===== config.mk =====
export PLATFORM = sky130hd
export DESIGN_NAME = l2_request_arbiter
export DESIGN_NICKNAME = d
export VERILOG_FILES = /design/src/rtl/l2_request_arbiter.sv
export SDC_FILE = /design/constraint.sdc
export NUM_CORES = 1
export LEC_CHECK = 0
export ABC_CLOCK_PERIOD_IN_PS = 2300
export CAP_MARGIN = 10
export CORE_AREA = 5 5 529 531
export CTS_CLUSTER_SIZE = 24
export DETAILED_ROUTE_END_ITERATION = 8
export DIE_AREA = 0 0 534 536
export DONT_BUFFER_PORTS = 1
export RECOVER_POWER = 50
export SYNTH_ARGS = -nofsm -noshare
export SYNTH_HDL_FRONTEND = slang
export SYNTH_SLANG_ARGS = --single-unit

===== constraint.sdc =====
create_clock -name clk -period 2.3 [get_ports clk]
set_clock_uncertainty 0.15 [all_clocks]
set_input_delay 0.345 -clock clk [delete_from_list [all_inputs] [get_ports clk]]
set_output_delay 0.345 -clock clk [all_outputs]
set_load 0.05 [all_outputs]

===== src/rtl/l2_request_arbiter.sv =====
`default_nettype none
// +--------------------------------------------------------------------------+
// | l2_request_arbiter: shares one L2 port between I-cache and D-cache misses |
// | rev 1.0                                                                   |
// +--------------------------------------------------------------------------+
module l2_request_arbiter #(
   parameter int ADDR_WIDTH   = 32,
   parameter int LINE_WIDTH   = 256,
   parameter int MAX_D_STREAK = 4
) (
   input  logic                  clk,
   input  logic                  rst,
   input  logic                  i_read,
   input  logic [ADDR_WIDTH-1:0] i_address,
   output logic [LINE_WIDTH-1:0] i_rdata,
   output logic                  i_resp,
   input  logic                  d_read,
   input  logic                  d_write,
   input  logic [ADDR_WIDTH-1:0] d_address,
   input  logic [LINE_WIDTH-1:0] d_wdata,
   output logic [LINE_WIDTH-1:0] d_rdata,
   output logic                  d_resp,
   output logic                  l2_read,
   output logic                  l2_write,
   output logic [ADDR_WIDTH-1:0] l2_address,
   output logic [LINE_WIDTH-1:0] l2_wdata,
   input  logic [LINE_WIDTH-1:0] l2_rdata,
   input  logic                  l2_resp
);

   localparam logic [1:0] c_idle  = 2'd0;
   localparam logic [1:0] c_gnt_i = 2'd1;
   localparam logic [1:0] c_gnt_d = 2'd2;
   localparam logic [1:0] c_done  = 2'd3;

   localparam int              c_sw         = $clog2(MAX_D_STREAK + 1);
   localparam logic [c_sw-1:0] c_max_streak = c_sw'(MAX_D_STREAK);

   logic [1:0]            r_state;
   logic [1:0]            w_next_state;
   logic [c_sw-1:0]       r_d_streak;
   logic [ADDR_WIDTH-1:0] r_addr;
   logic [LINE_WIDTH-1:0] r_wdata;
   logic                  r_op_read;
   logic                  r_op_write;
   logic                  w_d_req;
   logic                  w_grant_i;
   logic                  w_grant_d;

   // D normally wins a tie; I is forced once D has monopolised the port.
   assign w_d_req   = d_read | d_write;
   assign w_grant_i = (r_state == c_idle) && i_read && (!w_d_req || (r_d_streak == c_max_streak));
   assign w_grant_d = (r_state == c_idle) && w_d_req && !w_grant_i;

   always_ff @(posedge clk) begin
      if (rst) begin
         r_state <= c_idle;
      end else begin
         r_state <= w_next_state;
      end
   end

   always_ff @(posedge clk) begin
      if (rst) begin
         r_d_streak <= '0;
         r_addr     <= '0;
         r_wdata    <= '0;
         r_op_read  <= 1'b0;
         r_op_write <= 1'b0;
      end else if (w_grant_i) begin
         r_d_streak <= '0;
         r_addr     <= i_address;
         r_op_read  <= 1'b1;
         r_op_write <= 1'b0;
      end else if (w_grant_d) begin
         r_addr     <= d_address;
         r_wdata    <= d_wdata;
         r_op_write <= d_write;
         r_op_read  <= d_read & ~d_write;
         if (!i_read) begin
            r_d_streak <= '0;
         end else if (r_d_streak != c_max_streak) begin
            r_d_streak <= r_d_streak + 1'b1;
         end
      end
   end

   always_comb begin
      w_next_state = r_state;
      case (r_state)
         c_idle: begin
            if (w_grant_i) begin
               w_next_state = c_gnt_i;
            end else if (w_grant_d) begin
               w_next_state = c_gnt_d;
            end
         end
         c_gnt_i: if (l2_resp) w_next_state = c_done;
         c_gnt_d: if (l2_resp) w_next_state = c_done;
         c_done:  w_next_state = c_idle;
         default: w_next_state = c_idle;
      endcase
   end

   always_comb begin
      l2_read  = 1'b0;
      l2_write = 1'b0;
      i_resp   = 1'b0;
      d_resp   = 1'b0;
      case (r_state)
         c_gnt_i: begin
            l2_read = 1'b1;
            i_resp  = l2_resp;
         end
         c_gnt_d: begin
            l2_read  = r_op_read;
            l2_write = r_op_write;
            d_resp   = l2_resp;
         end
         default: ;
      endcase
   end

   assign l2_address = r_addr;
   assign l2_wdata   = r_wdata;
   assign i_rdata    = l2_rdata;
   assign d_rdata    = l2_rdata;

endmodule
`default_nettype wire

==> impl_metrics.env <==
export IMPL_num_io_pins=1386
export IMPL_p_clk_share_pct=25.4
export IMPL_die_x_um=534
export IMPL_rr_worst_depth=8
export IMPL_slew_viol_final=0
export IMPL_worst_ep_arrival_time_ps=2660
export IMPL_clock_path_buffers=3
export IMPL_die_area_mm2=0.286
export IMPL_finalCritPeriodShare_pct=97.6
export IMPL_cts_htree_levels=2
export IMPL_failed_checks="hold timing"
export IMPL_dr_first_iter_drc_count=1198
export IMPL_critPathTopFamily="buffers and inverters"
export IMPL_fin_nets=2385
export IMPL_routed_wl_met2_um=84100
export IMPL_synth_avg_cell_area_um2=8.05
export IMPL_p_leak_nw=6.99
export IMPL_cts_tree="done"
export IMPL_grt_max_degree=296
export IMPL_startpoint="r_d_streak[0]"
export IMPL_place_congestion=0.918
export IMPL_start_util_pct=5.64
export IMPL_maxCapViolations=0
export IMPL_r2r_slack_ps=60
export IMPL_cts_made_buffers=44
export IMPL_endpoint="l2_wdata[131]"
export IMPL_fmax_mhz=445
export IMPL_drc=0
export IMPL_async_flop_share_pct=0
export IMPL_path_depth=8
export IMPL_detailed_place_hpwl_um=179000
export IMPL_hold_viol_final=97
export IMPL_status="finished with violations"
export IMPL_hold_class="in2reg"
export IMPL_ys_flop_type="dfxtp_1"
export IMPL_yosysMostFrequentCell="buf_4"
export IMPL_coreArea_mm2=0.275
export IMPL_ant_nets=0
export IMPL_required_ps=2710
export IMPL_r2r_end="l2_wdata[131]"
export IMPL_criticalPathCategory="reg2reg"
export IMPL_insertion_delay_ps=640
export IMPL_crit_path_top_delay_cell="dlygate4sd3_1"
export IMPL_grt_pass1_wl_um=231000
export IMPL_cts_clk_slew_worst_paths_ps=60
export IMPL_via_per_inst=2.68
export IMPL_cp_end_kind="flip-flop"
export IMPL_die_h_um=536
export IMPL_start_kind="flip-flop"
export IMPL_swShare_pct=51.5
export IMPL_cp_cell_sequence="inv_1, ha_2, nand3_4, buf_12, buf_12, nand3_1, a21oi_1, dlygate4sd3_1"
export IMPL_synthToLayoutAreaGrowth_pct=41.7
export IMPL_cp_buffers_inverters=4
export IMPL_timing_final_crit_period_ps=2240
export IMPL_routedWlPerCell_um=37.1
export IMPL_overflow=0
export IMPL_num_vias=14651
export IMPL_stdcell_count=5458
export IMPL_pwr_share_comb_pct=40.6
export IMPL_p_sw_w=0.0152
export IMPL_dpl_worst_slack_ps=57.4
export IMPL_dr_wl_met3_um=57400
export IMPL_placementRows=193
export IMPL_synth_cells=1925
export IMPL_synth_seq_cells=295
export IMPL_synth_area_leaders="dfxtp_1 38%, buf_4 25%, nand3_1 8.5%"
export IMPL_utilization_pct=7.98
export IMPL_hold_slack_ps=-355
export IMPL_peakVddDrop_mv=0.846
export IMPL_syn_area_mm2=0.0155
export IMPL_p_seq_share_pct=34.0
export IMPL_cts_root_buf="clkbuf_16"
export IMPL_cts_sinks=295
export IMPL_drt_total_wl_um=203000
export IMPL_final_cell_area_mm2=0.0220
export IMPL_yosysWarningCount=0
export IMPL_finalWorstSetupSlack_ps=55.1
export IMPL_grt_pass1_vias=13633
export IMPL_placed_cells_incl_taps=5079
export IMPL_finalSetupViolCount=0
export IMPL_io_buffers=0
export IMPL_synth_edf_count=0
export IMPL_slew_headroom_pct=6.06
export IMPL_r2r_start="r_d_streak[0]"
export IMPL_worst_pin_slew_ps=1410
export IMPL_p_per_area_mw_per_mm2=1340
export IMPL_drt_pass1_iter_count=8
export IMPL_synthTopCellsByCount="521 x buf_4, 295 x dfxtp_1, 264 x nand3_1, 262 x a21oi_1, 152 x o21ai_0"
export IMPL_antenna_found_initial=114
export IMPL_synth_top_area_share_pct=38.1
export IMPL_crit_path_max_fanout=24
export IMPL_track_usage_pct=13.4
export IMPL_synthesis_nets=2513
export IMPL_highest_layer="met5"
export IMPL_placed_area_mm2=0.0175
export IMPL_path_common_cell="buf_12"
export IMPL_layout_drive_gt1_share_pct=18.0
export IMPL_seq_area_frac_synth_pct=38.1
export IMPL_worst_path_largest_cell_delay_ps=600
export IMPL_yosysTopAreaCell="dfxtp_1"
export IMPL_wl_met1_um=48900
export IMPL_yosys_cell_types_count=34
export IMPL_internal_power_w=0.0143
worst min path at each step:
stage,startpoint,endpoint,slack [ps],cells past startpoint
5_1_grt,rst,l2_wdata[236],-440,1
6_report,rst,l2_wdata[236],-360,1
4_1_cts,rst,l2_wdata[213],-490,1
3_3_place_gp,rst,l2_wdata[246],290,1
2_1_floorplan,r_d_streak[0],r_d_streak[0],300,2
3_5_place_dp,rst,l2_wdata[246],300,1
cells in the final DEF, fill, tap and decap left out, drive strengths merged, types with 2 or more instances in the layout:
cell	count
a31oi	27
nand3	264
a21oi	262
nor2	34
nand2	4
dlygate4sd3	271
clkinv	11
o21ai	292
a311oi	5
ha	6
inv	9
buf	213
diode	20
nand4	2
clkbuf	82
bufinv	5
dfxtp	295
and2	4
a211oi	31
metrics by stage:
stage	setup TNS (ps)	power, W
2_1_floorplan	0	0.0179
3_3_place_gp	0	0.0214
3_5_place_dp	0	0.0215
4_1_cts	0	0.0299
5_1_grt	-25.7	0.0312
6_report	0	0.0294
sequential cells by signal, indices dropped and copies added, names as in the netlist:
register	flops
l2_wdata	256
l2_address	32
r_d_streak	3
r_state	2
r_op_read	1
r_op_write	1
area by class of cell:
| cell class | count | area, um2 |
|---|---|---|
| fill | 32023 | 253000 |
| clock buffer | 58 | 1220 |
| multi-input combinational | 944 | 5020 |
| clock inverter | 22 | 329 |
| tap | 3607 | 4510 |
| inverter | 4 | 15.0 |
| timing repair buffer | 508 | 4900 |
| antenna | 20 | 50.0 |
| sequential | 295 | 5910 |
repair_timing:
action	in CTS	in global routing
cloned	0	2
hold buffers	219	52
resized for setup	14	3
endpoints found under the setup margin	3	3
buffers inserted	1	5
hold endpoints to repair	295	291
pin swaps	1	1
kinds of logic after synthesis:
family          share of synthesized area (%)
fa+ha+maj                               0.484
flops                                    38.1
buf+inv                                  30.0
simple gates                             10.1
compound gates                           21.3
worst register-to-register path: stages, from the launching register on:
cell and delay [ps]:
dfxtp_1 320, inv_1 80, ha_2 300, nand3_4 130, buf_12 210, buf_12 210, nand3_1 100, a21oi_1 70
dlygate4sd3_1 600
metal layers:
layer	global-route usage (%)	up-vias
met1	9.44	6521
met3	17.4	612
li1	-	5908
met5	2.05	-
met2	19.9	1588
met4	5.97	22
power by group through the flow:
stage          registers (W)  clock network (W)  logic, W
6_report              0.0100            0.00749    0.0120
5_1_grt               0.0102            0.00800    0.0130
4_1_cts               0.0100            0.00786    0.0120
3_5_place_dp          0.0101                  0    0.0114
3_3_place_gp          0.0101                  0    0.0113
2_1_floorplan         0.0116                  0   0.00634
Power figures use the tool's default switching activity.
==> RTL edit, RTL diff (config.mk and constraints unchanged) <==
Set the parameter `ADDR_WIDTH` to 48 (it was 32).
--- a/src/rtl/l2_request_arbiter.sv
+++ b/src/rtl/l2_request_arbiter.sv
@@ -4,7 +4,7 @@
 // | rev 1.0                                                                   |
 // +--------------------------------------------------------------------------+
 module l2_request_arbiter #(
-   parameter int ADDR_WIDTH   = 32,
+   parameter int ADDR_WIDTH   = 48,
    parameter int LINE_WIDTH   = 256,
    parameter int MAX_D_STREAK = 4
 ) (
Ports: changed (resized d_address, i_address and l2_address); port bits go from 1386 to 1434. The function was not compared with the original's and may differ.
==> RTL edit against the original RTL <==
Routed wire length decreased by 1.8%. Sequential power increased by 11%. Total power increased by 4.3%. Critical path depth is the same. Critical path type unchanged. The run ends with hold timing, slew limit left. Worst setup slack better by 0.045 ns. Area after synthesis up 5.7%. Design area is 3.8% higher. Sequential cell count is 16 higher. First-iteration DRC count increased by 81%. Global-route usage fell by 0.21 points.
==> RTL edit: results (changes against the original RTL) <==
{| class="wikitable"
! Metric !! Value
|-
| Vias per std cell || 2.833 (+5.5%)
|-
| Pre-CTS setup slack || 0.07059 ns (+0.01319 ns)
|-
| Tot GR Track Use || 13.16% (-0.21 points)
|-
| Cell types occupying the most area after synthesis || sky130_fd_sc_hd__dfxtp_1 38%, sky130_fd_sc_hd__buf_4 24%, sky130_fd_sc_hd__nand3_1 9.4%
|-
| Max Fanout on Critical Path || 20 (-17%)
|-
| Violated checks || hold timing, slew limit
|-
| Largest net degree at the start of global routing || 309 (+4.4%)
|-
| Post-place instance area || 18180 µm² (+3.8%)
|-
| Number of instances in the synthesized netlist || 2016 (+4.7%)
|-
| Status || finished with violations
|-
| Total placed cells including tap cells || 5133 (+1.1%)
|-
| Initial antenna violation count || 106 (-7.0%)
|-
| Final-stage net count || 2495 (+4.6%)
|-
| Initial DRC Count || 2173 (+81%)
|-
| Global-route wire length before repair || 230300 µm (-0.52%)
|-
| Weighted congestion reported at the end of routability-driven placement || 0.9620 (+4.8%)
|-
| Ratio of total power to cell area || 1347 nW/µm² (+0.45%)
|-
| Clock network latency to the later pin of the worst-skew pair || 0.67 ns (+0.03 ns)
|-
| Slew margin rel. || -31.35% (-37 points)
|-
| Total of fill cells in the finished design || 31940 (-0.27%)
|-
| Total leakage power || 7.102 nW (+1.6%)
|-
| Worst IR drop on VDD || 0.6680 mV (-21%)
|-
| Final non-filler cell total || 5553 (+1.7%)
|-
| Routed wire length || 199000 µm (-1.8%)
|-
| Min Hold Slack || -0.3681 ns (-0.01290 ns)
|-
| Sequential-to-total area share from yosys stat || 37.98% (-0.12 points)
|-
| Total half-perimeter wirelength after legalization and detailed placement || 175100 µm (-2.1%)
|-
| Hold violation count in the final report || 107 (+10%)
|-
| Fraction of synthesis flops using an asynchronous set or reset pin || 0% (unchanged)
|-
| Slew Limit Fails || 130 (+130)
|-
| Synth Net Count || 2636 (+4.9%)
|-
| Number of global-route vias before repair || 14710 (+7.9%)
|-
| Commonest cells in the synthesized netlist || 520 x sky130_fd_sc_hd__buf_4, 311 x sky130_fd_sc_hd__dfxtp_1, 307 x sky130_fd_sc_hd__nand3_1, 264 x sky130_fd_sc_hd__a21oi_1, 253 x sky130_fd_sc_hd__o21ai_0
|}
==> RTL edit: changes by cell type in the layout (fill, tap and decap cells not counted), moves of 15 or more <==
| cell | change |
|---|---|
| sky130_fd_sc_hd__dfxtp_1 | +16 |
| sky130_fd_sc_hd__dlygate4sd3_1 | +29 |
| sky130_fd_sc_hd__clkbuf_2 | +27 |
| sky130_fd_sc_hd__a311oi_2 | +30 |
| sky130_fd_sc_hd__diode_2 | +16 |
| sky130_fd_sc_hd__a31oi_1 | -27 |
| sky130_fd_sc_hd__o21ai_0 | +99 |
| sky130_fd_sc_hd__buf_4 | -52 |
| sky130_fd_sc_hd__nor2_1 | +15 |
| sky130_fd_sc_hd__nand3_1 | +43 |
| sky130_fd_sc_hd__o21ai_1 | -82 |
| sky130_fd_sc_hd__a211oi_1 | -29 |
==> RTL edit: metal layers <==
metal  wire length [µm]  part of all wire, %  GRT usage (%)  vias up
li1                   -                    -              -     6241
met1              45890                   23          9.023     6981
met2              79800                   40          18.75     1793
met3              58350                   29          17.57      683
met4              14500                  7.3          7.965       32
met5                442                 0.22         0.5996        -
==> RTL edit: path summary, 6_finish.rpt <==
check	slack (ns)	cells after the start	endpoint
max reg2reg	0.10	8	l2_wdata[36]
max	0.10	8	l2_wdata[36]
min reg2reg	0.32	2	l2_wdata[49]
min	-0.37	1	l2_address[28]
==> RTL edit: cell type report <==
class                   instances  area share (%)
clock buffers                  54           5.213
well taps                    3607           19.79
clock inverters                27           1.509
flip-flops and latches        311           27.32
diodes                         36          0.3951
inverters                       4         0.06585
repair buffers                507           21.30
multi-input cells            1007           24.40
==> RTL edit: cells by family (layout without fill, tap and decap cells) <==
group	Yosys count	in the layout	synth area share, %
simple gates	372	372	11.11
fa+ha+maj	6	6	0.4580
flops	311	311	37.98
compound gates	629	629	21.70
buf+inv	698	592	28.74
other cells	0	36	0
==> RTL edit: critical path, stage by stage, from the launching register on <==
cell,delay (ns)
sky130_fd_sc_hd__dfxtp_1,0.32
sky130_fd_sc_hd__inv_1,0.11
sky130_fd_sc_hd__ha_4,0.19
sky130_fd_sc_hd__buf_4,0.15
sky130_fd_sc_hd__nand3_4,0.13
sky130_fd_sc_hd__buf_12,0.21
sky130_fd_sc_hd__nand3_1,0.09
sky130_fd_sc_hd__dlygate4sd3_1,0.56
sky130_fd_sc_hd__a21oi_1,0.06
==> RTL edit: repair_timing <==
item | 4_1_cts | 5_1_grt
pin swaps | 2 | 0
buffers inserted | 0 | 2
gates resized for setup | 16 | 3
hold buffers | 297 | 3
endpoints found under the hold margin | 311 | 109
setup endpoints to repair | 3 | 14
cloned | 0 | 1
==> RTL edit: report_power, final <==
group	total [W]	internal, W	switching, W
clock	0.00752	0.00420	0.00332
combinational	0.0121	0.00352	0.00854
sequential	0.0111	0.00684	0.00429
total	0.0307	0.0146	0.0161
